<file path="src/rtl/pifo_mon_pkg.sv">
// Shared types and constants for the PIFO pop-side monitor.
package pifo_mon_pkg;

  localparam int ERR_CNT_W = 16;
  localparam int POP_CNT_W = 32;

  // One bit per independent check; kept together so they can be set/cleared as a group.
  typedef struct packed {
    logic vld;
    logic order;
    logic sum;
  } err_flags_t;

  // Reduce a flag group to a single "something went wrong" bit.
  function automatic logic any_err(input err_flags_t f);
    return f.vld | f.order | f.sum;
  endfunction

endpackage

</file>
<file path="src/rtl/pifo_mon_delay.sv">
// Parameterised 1-bit shift register; dout is the input delayed by DEPTH cycles,
// any reports whether any stage currently holds a one.
module pifo_mon_delay #(
  parameter int DEPTH = 1
) (
  input  logic clk,
  input  logic rst_n,
  input  logic din,
  output logic dout,
  output logic any
);

  logic [DEPTH-1:0] stages;

  // Shift the expectation bit one stage per cycle.
  always_ff @(posedge clk or negedge rst_n) begin
    if (!rst_n) begin
      stages <= '0;
    end else begin
      stages[0] <= din;
      for (int i = 1; i < DEPTH; i++) begin
        stages[i] <= stages[i-1];
      end
    end
  end

  assign dout = stages[DEPTH-1];
  assign any  = |stages;

endmodule

</file>
<file path="src/rtl/pifo_monitor.sv">
// Passive pop-side monitor/scoreboard for a PIFO: occupancy model, pop-valid timing,
// min-priority-first ordering and (optionally) an XOR data checksum.
// Optional feature: define PIFO_MON_CHECKSUM_EN to build the checksum check;
// without it err_sum is tied to 0.
module pifo_monitor
  import pifo_mon_pkg::*;
#(
  parameter  int NUMPIFO = 128,
  parameter  int BITPRIO = 8,
  parameter  int BITDATA = 7,
  parameter  int POP_LAT = 1,
  localparam int BITOCC  = $clog2(NUMPIFO + 1)
) (
  input  logic                 clk,
  input  logic                 rst_n,
  input  logic                 push_1,
  input  logic [BITPRIO-1:0]   upri_1,
  input  logic [BITDATA-1:0]   udin_1,
  input  logic                 pop_0,
  input  logic                 ovld_0,
  input  logic [BITPRIO-1:0]   opri_0,
  input  logic [BITDATA-1:0]   odout_0,
  input  logic                 clr,
  output logic [BITOCC-1:0]    occ,
  output logic [POP_CNT_W-1:0] pop_cnt,
  output logic                 err_vld,
  output logic                 err_order,
  output logic                 err_sum,
  output logic [ERR_CNT_W-1:0] err_cnt,
  output logic                 mon_out
);

  localparam logic [BITOCC-1:0]    OCC_FULL = BITOCC'(NUMPIFO);
  localparam logic [ERR_CNT_W-1:0] ERR_MAX  = {ERR_CNT_W{1'b1}};

  logic               acc_push;
  logic               exp_pop;
  logic               full_swap;
  logic               exp_vld;
  logic               dl_any;
  logic               sum_bad;
  logic [BITPRIO-1:0] last_pri;
  logic               last_ok;
  err_flags_t         cond;
  err_flags_t         flags;

  // Expected ovld_0 stream: each expected pop reappears POP_LAT cycles later.
  pifo_mon_delay #(.DEPTH(POP_LAT)) u_delay (
    .clk  (clk),
    .rst_n(rst_n),
    .din  (exp_pop),
    .dout (exp_vld),
    .any  (dl_any)
  );

  // Per-cycle push/pop qualification and error conditions.
  always_comb begin
    acc_push   = push_1 && (occ < OCC_FULL);
    exp_pop    = pop_0 && (occ != '0);
    // Push and pop together at full: the element count is left unchanged.
    full_swap  = exp_pop && push_1 && !acc_push;
    cond.vld   = (exp_vld != ovld_0);
    cond.order = ovld_0 && last_ok && (opri_0 < last_pri);
    cond.sum   = sum_bad;
  end

`ifdef PIFO_MON_CHECKSUM_EN
  logic [BITDATA-1:0] sum;
  logic               dirty;
  logic               sum_chk;
  logic [BITDATA-1:0] sum_next;
  logic               dirty_next;

  // The checksum is evaluated (and restarted) once the PIFO is fully drained.
  always_comb begin
    sum_chk    = (occ == '0) && !dl_any && dirty;
    sum_bad    = sum_chk && (sum != '0);
    sum_next   = sum_chk ? '0 : sum;
    sum_next   = sum_next ^ (acc_push ? udin_1 : '0) ^ (ovld_0 ? odout_0 : '0);
    dirty_next = (sum_chk ? 1'b0 : dirty) | acc_push;
  end

  // Checksum accumulator and "data pushed since last check" marker.
  always_ff @(posedge clk or negedge rst_n) begin
    if (!rst_n) begin
      sum   <= '0;
      dirty <= 1'b0;
    end else begin
      sum   <= sum_next;
      dirty <= dirty_next;
    end
  end
`else
  logic unused_data;
  assign unused_data = ^{udin_1, odout_0};
  assign sum_bad     = 1'b0;
`endif

  // Occupancy model.
  always_ff @(posedge clk or negedge rst_n) begin
    if (!rst_n) begin
      occ <= '0;
    end else if (full_swap) begin
      occ <= occ;
    end else begin
      occ <= occ + BITOCC'(acc_push) - BITOCC'(exp_pop);
    end
  end

  // Ordering history: any accepted push restarts the monotonic-drain run.
  always_ff @(posedge clk or negedge rst_n) begin
    if (!rst_n) begin
      last_pri <= '0;
      last_ok  <= 1'b0;
    end else begin
      if (ovld_0) begin
        last_pri <= opri_0;
      end
      if (acc_push) begin
        last_ok <= 1'b0;
      end else if (ovld_0) begin
        last_ok <= 1'b1;
      end
    end
  end

  // Sticky flags and counters; clr takes precedence over any same-cycle update.
  always_ff @(posedge clk or negedge rst_n) begin
    if (!rst_n) begin
      flags   <= '0;
      err_cnt <= '0;
      pop_cnt <= '0;
    end else if (clr) begin
      flags   <= '0;
      err_cnt <= '0;
      pop_cnt <= '0;
    end else begin
      flags <= flags | cond;
      if (any_err(cond) && (err_cnt != ERR_MAX)) begin
        err_cnt <= err_cnt + 16'd1;
      end
      if (ovld_0) begin
        pop_cnt <= pop_cnt + 32'd1;
      end
    end
  end

  // Summary bit, one cycle behind the flags.
  always_ff @(posedge clk or negedge rst_n) begin
    if (!rst_n) begin
      mon_out <= 1'b0;
    end else begin
      mon_out <= any_err(flags);
    end
  end

  assign err_vld   = flags.vld;
  assign err_order = flags.order;
  assign err_sum   = flags.sum;

endmodule

</file>
<file path="config.mk">
export PLATFORM = sky130hd
export DESIGN_NAME = pifo_monitor
export DESIGN_NICKNAME = d
export VERILOG_FILES = /design/src/rtl/pifo_mon_pkg.sv /design/src/rtl/pifo_mon_delay.sv /design/src/rtl/pifo_monitor.sv
export SDC_FILE = /design/constraint.sdc
export NUM_CORES = 1
export LEC_CHECK = 0
export CAP_MARGIN = 20
export CORE_MARGIN = 3
export CORE_UTILIZATION = 45
export DETAILED_ROUTE_END_ITERATION = 10
export HOLD_SLACK_MARGIN = 0.12
export PLACE_DENSITY = 0.77
export SYNTH_ARGS = -nofsm -noshare
export SYNTH_HDL_FRONTEND = slang
export SYNTH_SLANG_ARGS = --single-unit
</file>
<file path="constraint.sdc">
create_clock -name clk -period 2.52 [get_ports clk]
set_clock_uncertainty 0.05 [all_clocks]
set_input_delay 0.252 -clock clk [delete_from_list [all_inputs] [get_ports clk]]
set_output_delay 0.252 -clock clk [all_outputs]
set_load 0.05 [all_outputs]
</file>
---- Word level (Yosys, flattened, before mapping) ----
Index checks and enable logic that the tools add are counted.
storage, ports and cells
  register bits after elaboration ......... 70
  input port bits ......................... 36
  logic and storage cells ................. 41
operators by class
  add/subtract/negate cells ............... 4
  order comparisons ....................... 2
  equality and inequality tests ........... 2
  mux-type cells .......................... 7
  bitwise operators ....................... 4
  reductions and logical operators ........ 12
operator list
  operator                 number
  $mux W32                 2
  $add A32 B1 Y32 const B  1
  $mux W16                 2
  $add A16 B1 Y16 const B  1
  $ne A16 B16 Y1 const B   1
  $add A8 B1 Y8            1
  $lt A8 B8 Y1             1
  $lt A8 B8 Y1 const B     1
  $reduce_bool A8 Y1       1
  $sub A8 B1 Y8            1
  $logic_and A1 B1 Y1      7
  $reduce_bool A2 Y1       3
  $mux W3                  1
  $or A1 B1 Y1             3
  $or A3 B3 Y3             1
  $mux W1                  2
  $logic_not A1 Y1         1
  $ne A1 B1 Y1             1

---- Longest topological paths before layout ----
Gate-level depths: netlist (run 1).
  depth in word-level cells ............... 6
  mapped depth ............................ 13
  gate-level depth less buffers ........... 13

---- Modules after synthesis ----
A second synthesis (run 1) with hierarchy kept.
second synthesis, totals
  cells, all modules ...................... 387
  area, all modules ....................... 3,768.6 um2
by module, submodules not included
  module          instances  cells an instance  area an instance (um2)
  pifo_monitor    1          385                3,736.1
  pifo_mon_delay  1          2                  32.5

---- Least setup slack after synthesis (run 1) ----
No wires, ideal clock.
  kind .................................... reg-to-reg
  start ................................... register occ[4]
  end ..................................... register occ[7]
  arrival ................................. 2.708 ns
  setup slack ............................. -0.359 ns
  stages on the path, launching flop included .. 13
  buffers on the path ..................... 0
  cells stage by stage .................... dfrtp_1 -> inv_1 -> ha_1 -> a41oi_1 -> ha_1 -> inv_1 -> ha_1 -> a21o_1 -> a21oi_1 -> o21ai_0 -> a221oi_1 -> xnor2_1 -> nand2b_1
on the way
  word-level cells in the longest chain between the ends .. 4
  elaborated cells between the ends (all ways) .. 9
RTL lines
  item                                                                   RTL line             text
  start: declaration                                                     pifo_monitor.sv:24   output logic [BITOCC-1:0] occ,
  start signal: assignment                                               pifo_monitor.sv:106  occ <= occ + BITOCC'(acc_push) - BITOCC'(exp_pop);
  $reduce_bool A8 Y1 *                                                   pifo_monitor.sv:59   exp_pop = pop_0 && (occ != '0);
  $logic_and A1 B1 Y1 *                                                  pifo_monitor.sv:59
  named net exp_pop                                                      pifo_monitor.sv:37   logic exp_pop;
  parallel branches: the longest is 2 deep, another holds $sub A8 B1 Y8  -
Mark *: on every way through the listed nets, which the timed path passes.
A chain may end at the register's enable or synchronous reset.

---- Worst setup path in the final report (run 1) ----
  start ................................... register occ[6]
  end ..................................... register occ[7]
Same word-level chain as after synthesis.

==> results.sh, run 1 <==
export IMPL_outcome="finished with violations"
export IMPL_violations="negative setup slack"
export IMPL_antennaDiodeCount=0
export IMPL_place_congestion=0.807
export IMPL_rr_worst_depth=14
export IMPL_grt_start_max_net_pins=35
export IMPL_cts_made_buffers=9
export IMPL_dp_final_hpwl_um=6330
export IMPL_final_area_sq_mm=0.00512
export IMPL_total_power_mw=4.19
export IMPL_clk_latency_ps=330
export IMPL_viasPerCell=5.36
export IMPL_rr_endpoint="occ[7]"
export IMPL_antenna_left=0
export IMPL_ys_async_sr_fraction_pct=100
export IMPL_synth_most_common_cell="dfrtp_1"
export IMPL_nNetsFinal=565
export IMPL_dpl_instance_area_sq_mm=0.00475
export IMPL_irDropWorstVdd_mv=0.971
export IMPL_clk_pin_slew_worst_paths_ps=70
export IMPL_min_period_ps=2550
export IMPL_grt_pass1_wl_um=14400
export IMPL_p_leak_nw=2.14
export IMPL_worstMarginPinSlew_ps=534
export IMPL_ys_seq_area_share_pct=45.7
export IMPL_cts_sinks=69
export IMPL_required_ps=2680
export IMPL_wl_per_cell_um=14.0
export IMPL_portBuffers=72
export IMPL_synthesis_nets=462
export IMPL_critPathKind="reg -> reg"
export IMPL_gr_total_overflow=0
export IMPL_synth_top_area_share_pct=45.7
export IMPL_synth_edf_count=0
export IMPL_cts_max_level=3
export IMPL_yosys_area_top_type="dfrtp_1"
export IMPL_drt_iter0_drc=92
export IMPL_syn_area_sq_mm=0.00378
export IMPL_cts_tree="built"
export IMPL_rsz0062_at_grt="yes"
export IMPL_powerDensity_mw_per_mm2=818
export IMPL_min_path_type="in -> async"
export IMPL_clock_root_buffer="clkbuf_8"
export IMPL_fin_setup_tns_ps=-25.8
export IMPL_path_max_fanout=2
export IMPL_grt_util_all_layers_pct=18.1
export IMPL_rows=32
export IMPL_drc_errors=0
export IMPL_synthTopCellsByArea="dfrtp_1 (46%), ha_1 (6.6%), a21oi_1 (3.8%)"
export IMPL_setup_viol=1
export IMPL_die_h_um=97.6
export IMPL_yosys_most_used_dff="dfrtp_1"
export IMPL_die_area_sq_mm=0.00953
export IMPL_synth_cell_types=54
export IMPL_yosys_warnings=0
export IMPL_endpoint_kind="flop"
export IMPL_cp_arrival_ps=2710
export IMPL_drt_first_pass_iters=4
export IMPL_grt_pass1_vias=3233
export IMPL_finalCritPeriodShare_pct=101
export IMPL_area_growth_pct=35.7
export IMPL_io_pins=96
export IMPL_wl_um=8610
export IMPL_timing_slew_headroom_pct=64.1
export IMPL_crit_path_start_kind="flop"
export IMPL_synth_cells=405
export IMPL_ys_top_cells_by_count="dfrtp_1 (69), nor2_1 (35), inv_1 (30), a21oi_1 (29), nand2_1 (29)"
export IMPL_finalHoldViolCount=0
export IMPL_cts_buffer_depth=2
export IMPL_ys_seq_elements=69
export IMPL_core_area_sq_mm=0.00793
export IMPL_r2r_start="occ[6]"
export IMPL_drive_gt1_share_pct=17.6
export IMPL_clock_fmax_mhz=393
export IMPL_setup_slack_ps=-25.8
export IMPL_slew_violations=0
export IMPL_fp_dieW_um=97.6
export IMPL_antenna_found_initial=0
export IMPL_start_util_pct=47.6
export IMPL_vias=3291
export IMPL_cap_violations=0
export IMPL_ff2ff_setup_slack_ps=-30
export IMPL_avgSynthCellArea_sq_um=9.32
report_power, final:
part           leakage [nW]  internal (mW)  switching (mW)  total (mW)
sequential            0.910           1.24          0.0854        1.32
clock                0.0986          0.459           0.382       0.841
combinational          1.13          0.942            1.09        2.03
registers in the layout, indices dropped and copies added, names as in the netlist:
signal	flops
err_cnt	16
err_vld	1
u_delay.any	1
last_ok	1
mon_out	1
occ	8
pop_cnt	32
last_pri	8
err_order	1
metrics by stage:
stage / hold WS [ps] / util [%] / instances / setup WS (ps)
after detailed placement: 205 / 59.9 / 585 / -76.8
after global routing: 433 / 64.6 / 614 / -172
after CTS: 387 / 64.1 / 612 / -61.0
after global placement: 207 / 59.9 / 585 / -34.9
final: 374 / 64.6 / 614 / -25.8
after floorplan: -93.6 / - / 405 / -16.6
metal layers:
| metal | up-vias | GRT usage (%) | wire length [um] |
|---|---|---|---|
| li1 | 1625 | - | - |
| met1 | 1592 | 22.4 | 3820 |
| met2 | 68 | 30.9 | 4260 |
| met3 | 6 | 5.10 | 483 |
| met4 | 0 | 5.11 | 53 |
| met5 | - | 0 | 0 |
what timing repair did:
action / CTS / global route
setup endpoints to repair: 1 / 3
hold buffers: 1 / 0
cloned: 0 / 0
resized for setup: 9 / 6
setup buffers: 11 / 3
hold endpoints to repair: 21 / 0
pin swaps: 10 / 17
critical path: stages, from the launching register on:
cell,delay [ps]
dfrtp_2,410
inv_2,80
ha_4,130
a41oi_2,120
ha_1,310
inv_2,40
ha_4,150
buf_4,120
buf_6,100
a21o_1,170
a21oi_2,180
o21ai_2,90
a221oi_2,240
xnor2_1,150
nand2b_1,70
cells by family after synthesis:
family | share of synthesized area, %
compound gates | 12.8
simple gates | 21.1
fa+ha+maj | 7.16
xor+xnor | 6.26
buf+inv | 5.04
flops | 45.7
mux | 1.76
other cells | 0.0993
layout make-up:
cell class	count	area (sq um)
Fill cell	633	2800
Multi-Input combinational cell	290	1950
Sequential cell	69	1740
Timing Repair Buffer	108	1000
Clock buffer	14	183
Tap cell	102	128
Inverter	30	113
Clock inverter	1	5.00
worst max path at each step:
stage          startpoint         end  slack (ps)
2_1_floorplan      occ[6]      occ[7]         -20
3_3_place_gp        pop_0      occ[6]         -30
3_5_place_dp    opri_0[7]  err_cnt[9]         -80
4_1_cts            occ[7]      occ[6]         -60
5_1_grt            occ[6]      occ[6]        -170
6_report           occ[6]      occ[7]         -30
placed cells by master, fill, tap and decap left out, types with 3 or more instances in the layout:
master           count
ha_4                 4
inv_2                7
or3_1               20
xnor2_1             13
ha_1                16
mux2_2               3
buf_4               33
nor4_1               6
dfrtp_1             61
o21ai_1             10
clkbuf_8            13
nor3_1               5
clkdlybuf4s50_1     71
nor2_1              34
and4_1               3
o21ai_0             22
nand4_1             11
and3_1               5
nand3_1             20
xor2_1              12
o21bai_1             3
dfrtp_2              8
a21oi_1             27
nor2b_1              4
inv_1               23
a31oi_1              3
nand2_1             29
Power figures use the tool's default switching activity.
==> run 2: changes to the inputs <==
--- a/config.mk
+++ b/config.mk
@@ -10,7 +10,8 @@
 export CORE_UTILIZATION = 45
 export DETAILED_ROUTE_END_ITERATION = 10
 export HOLD_SLACK_MARGIN = 0.12
-export PLACE_DENSITY = 0.77
+export PLACE_DENSITY = 0.85
+export SETUP_SLACK_MARGIN = 0.05
 export SYNTH_ARGS = -nofsm -noshare
 export SYNTH_HDL_FRONTEND = slang
 export SYNTH_SLANG_ARGS = --single-unit
==> results.sh, run 2 (synthesized netlist as in run 1, its figures left out) <==
export IMPL_rsz0062_at_grt="yes"
export IMPL_layout_common_cells="clkdlybuf4s50_1 (71), dfrtp_1 (61), nor2_1 (34), nand2_1 (29), a21oi_1 (26)"
export IMPL_swShare_pct=38.3
export IMPL_drt_first_pass_iters=4
export IMPL_start_util_pct=47.6
export IMPL_slew_violations=0
export IMPL_gr_total_overflow=0
export IMPL_place_congestion=0.761
export IMPL_rows=32
export IMPL_die_area_sq_mm=0.00953
export IMPL_setup_viol=0
export IMPL_clock_fmax_mhz=402
export IMPL_critPathKind="reg -> reg"
export IMPL_core_area_sq_mm=0.00793
export IMPL_largest_register="pop_cnt"
export IMPL_antenna_found_initial=0
export IMPL_min_path_type="reg -> reg"
export IMPL_reg_largest_list="pop_cnt (32), err_cnt (16)"
export IMPL_pwr_share_comb_pct=47.1
export IMPL_clock_root_buffer="clkbuf_8"
export IMPL_clkPwrFrac_pct=21.2
export IMPL_portBuffers=72
export IMPL_die_h_um=97.6
export IMPL_p_leak_nw=2.11
export IMPL_setup_slack_ps=34.7
export IMPL_grt_pass1_wl_um=15300
export IMPL_p_int_mw=2.59
export IMPL_finalCritPeriodShare_pct=98.6
export IMPL_cap_violations=0
export IMPL_nNetsFinal=558
export IMPL_irDropWorstVdd_mv=1.09
export IMPL_worstMarginPinSlew_ps=782
export IMPL_outcome="finished clean"
export IMPL_drt_iter0_drc=133
export IMPL_antenna_left=0
export IMPL_final_common_cell="clkdlybuf4s50_1"
export IMPL_timing_slew_headroom_pct=47.8
export IMPL_wl_met2_um=4580
export IMPL_antennaDiodeCount=0
export IMPL_fp_dieW_um=97.6
export IMPL_endpoint_kind="flop"
export IMPL_grt_util_all_layers_pct=19.3
export IMPL_cts_tree="built"
export IMPL_min_period_ps=2490
export IMPL_dp_final_hpwl_um=6440
export IMPL_total_power_mw=4.19
export IMPL_grt_start_max_net_pins=39
export IMPL_largest_reg_flops=32
export IMPL_switchingPower_mw=1.60
export IMPL_cp_arrival_ps=2660
export IMPL_cts_buffer_depth=2
export IMPL_clk_pin_slew_worst_paths_ps=70
export IMPL_seqPwrFrac_pct=31.7
export IMPL_clk_latency_ps=340
export IMPL_drc_errors=0
export IMPL_cts_sinks=69
export IMPL_wl_met3_um=414
export IMPL_required_ps=2690
export IMPL_cts_max_level=3
export IMPL_top_layer_used="met4"
export IMPL_preCtsSetupSlack_ps=-90.9
export IMPL_area_growth_pct=35.7
export IMPL_viasPerCell=5.53
export IMPL_path_max_fanout=2
export IMPL_crit_path_start_kind="flop"
export IMPL_wl_um=9000
export IMPL_drive_gt1_share_pct=17.4
export IMPL_wl_met1_um=3890
export IMPL_powerDensity_mw_per_mm2=818
export IMPL_wl_per_cell_um=14.8
export IMPL_vias=3361
export IMPL_grt_pass1_vias=3381
export IMPL_io_pins=96
export IMPL_cts_made_buffers=9
export IMPL_finalHoldViolCount=0
==> run 2: power groups by stage <==
stage	Sequential, mW	Combinational, mW	Clock, mW
finish	1.33	1.98	0.889
global route	1.34	2.17	0.971
CTS	1.32	1.80	0.907
detailed placement	1.35	1.65	0
global placement	1.35	1.57	0
floorplan	1.63	0.810	0
==> run 2: stage by stage <==
stage | std cells | hold WS [ps] | area (sq um) | TNS, ps | util, %
finish | 608 | 445 | 5120 | 0 | 64.6
global route | 608 | 475 | 5120 | -73.0 | 64.6
CTS | 607 | 447 | 5040 | -23.4 | 63.5
detailed placement | 583 | 321 | 4760 | -346 | 60.1
global placement | 583 | 315 | 4760 | -19.0 | 60.1
floorplan | 405 | -93.6 | 3810 | -16.6 | -
==> run 2: critical path, cell delays in order (launching register included) <==
cell and delay, ps:
dfrtp_2 420, inv_2 90, ha_4 140, a41oi_4 140
ha_4 290, inv_2 30, ha_4 150, fa_2 340
a21oi_2 180, o21bai_2 90, a21oi_2 130, o21bai_1 80
xnor2_1 170, o21ai_1 70
==> run 2: metal layers <==
layer | global-route usage, % | vias up
met1 | 23.6 | 1655
met4 | 6.07 | 0
met5 | 0 | -
met2 | 33.4 | 81
met3 | 5.03 | 13
li1 | - | 1612
==> run 2: cell type report <==
class / count / area [sq um]
fill: 625 / 2800
multi-input combinational: 290 / 1980
sequential: 69 / 1740
timing repair buffer: 101 / 973
tap: 102 / 128
clock buffer: 9 / 124
inverter: 30 / 113
clock inverter: 7 / 66.3
==> run 2: path summary, 6_finish.rpt <==
| path | start | endpoint | slack [ps] | depth (start not counted) |
|---|---|---|---|---|
| hold / removal | last_ok | last_ok | 450 | 1 |
| min in group asynchronous | rst_n | pop_cnt[21] | 470 | 2 |
| hold reg to reg | last_ok | last_ok | 450 | 1 |
| max in group asynchronous | rst_n | err_cnt[0] | 1290 | 3 |
| setup / recovery | occ[6] | occ[6] | 30 | 13 |
| setup reg to reg | occ[6] | occ[6] | 30 | 13 |
==> run 2: repair_timing <==
action                                 CTS  global route
endpoints found under the hold margin   32             0
pin swaps                                0            10
setup endpoints to repair                3             4
hold buffers                             1             0
buffers inserted                         7             1
resized for setup                        3            14
==> run 3: changes to the inputs <==
--- a/config.mk
+++ b/config.mk
@@ -8,10 +8,12 @@
 export CAP_MARGIN = 20
 export CORE_MARGIN = 3
 export CORE_UTILIZATION = 45
+export CTS_CLUSTER_SIZE = 28
 export DETAILED_ROUTE_END_ITERATION = 10
 export HOLD_SLACK_MARGIN = 0.12
 export PLACE_DENSITY = 0.85
 export SETUP_SLACK_MARGIN = 0.05
+export SLEW_MARGIN = 20
 export SYNTH_ARGS = -nofsm -noshare
 export SYNTH_HDL_FRONTEND = slang
 export SYNTH_SLANG_ARGS = --single-unit
==> results of run 3 <==
Final layout, timing and power as in run 2 (identical DEF).
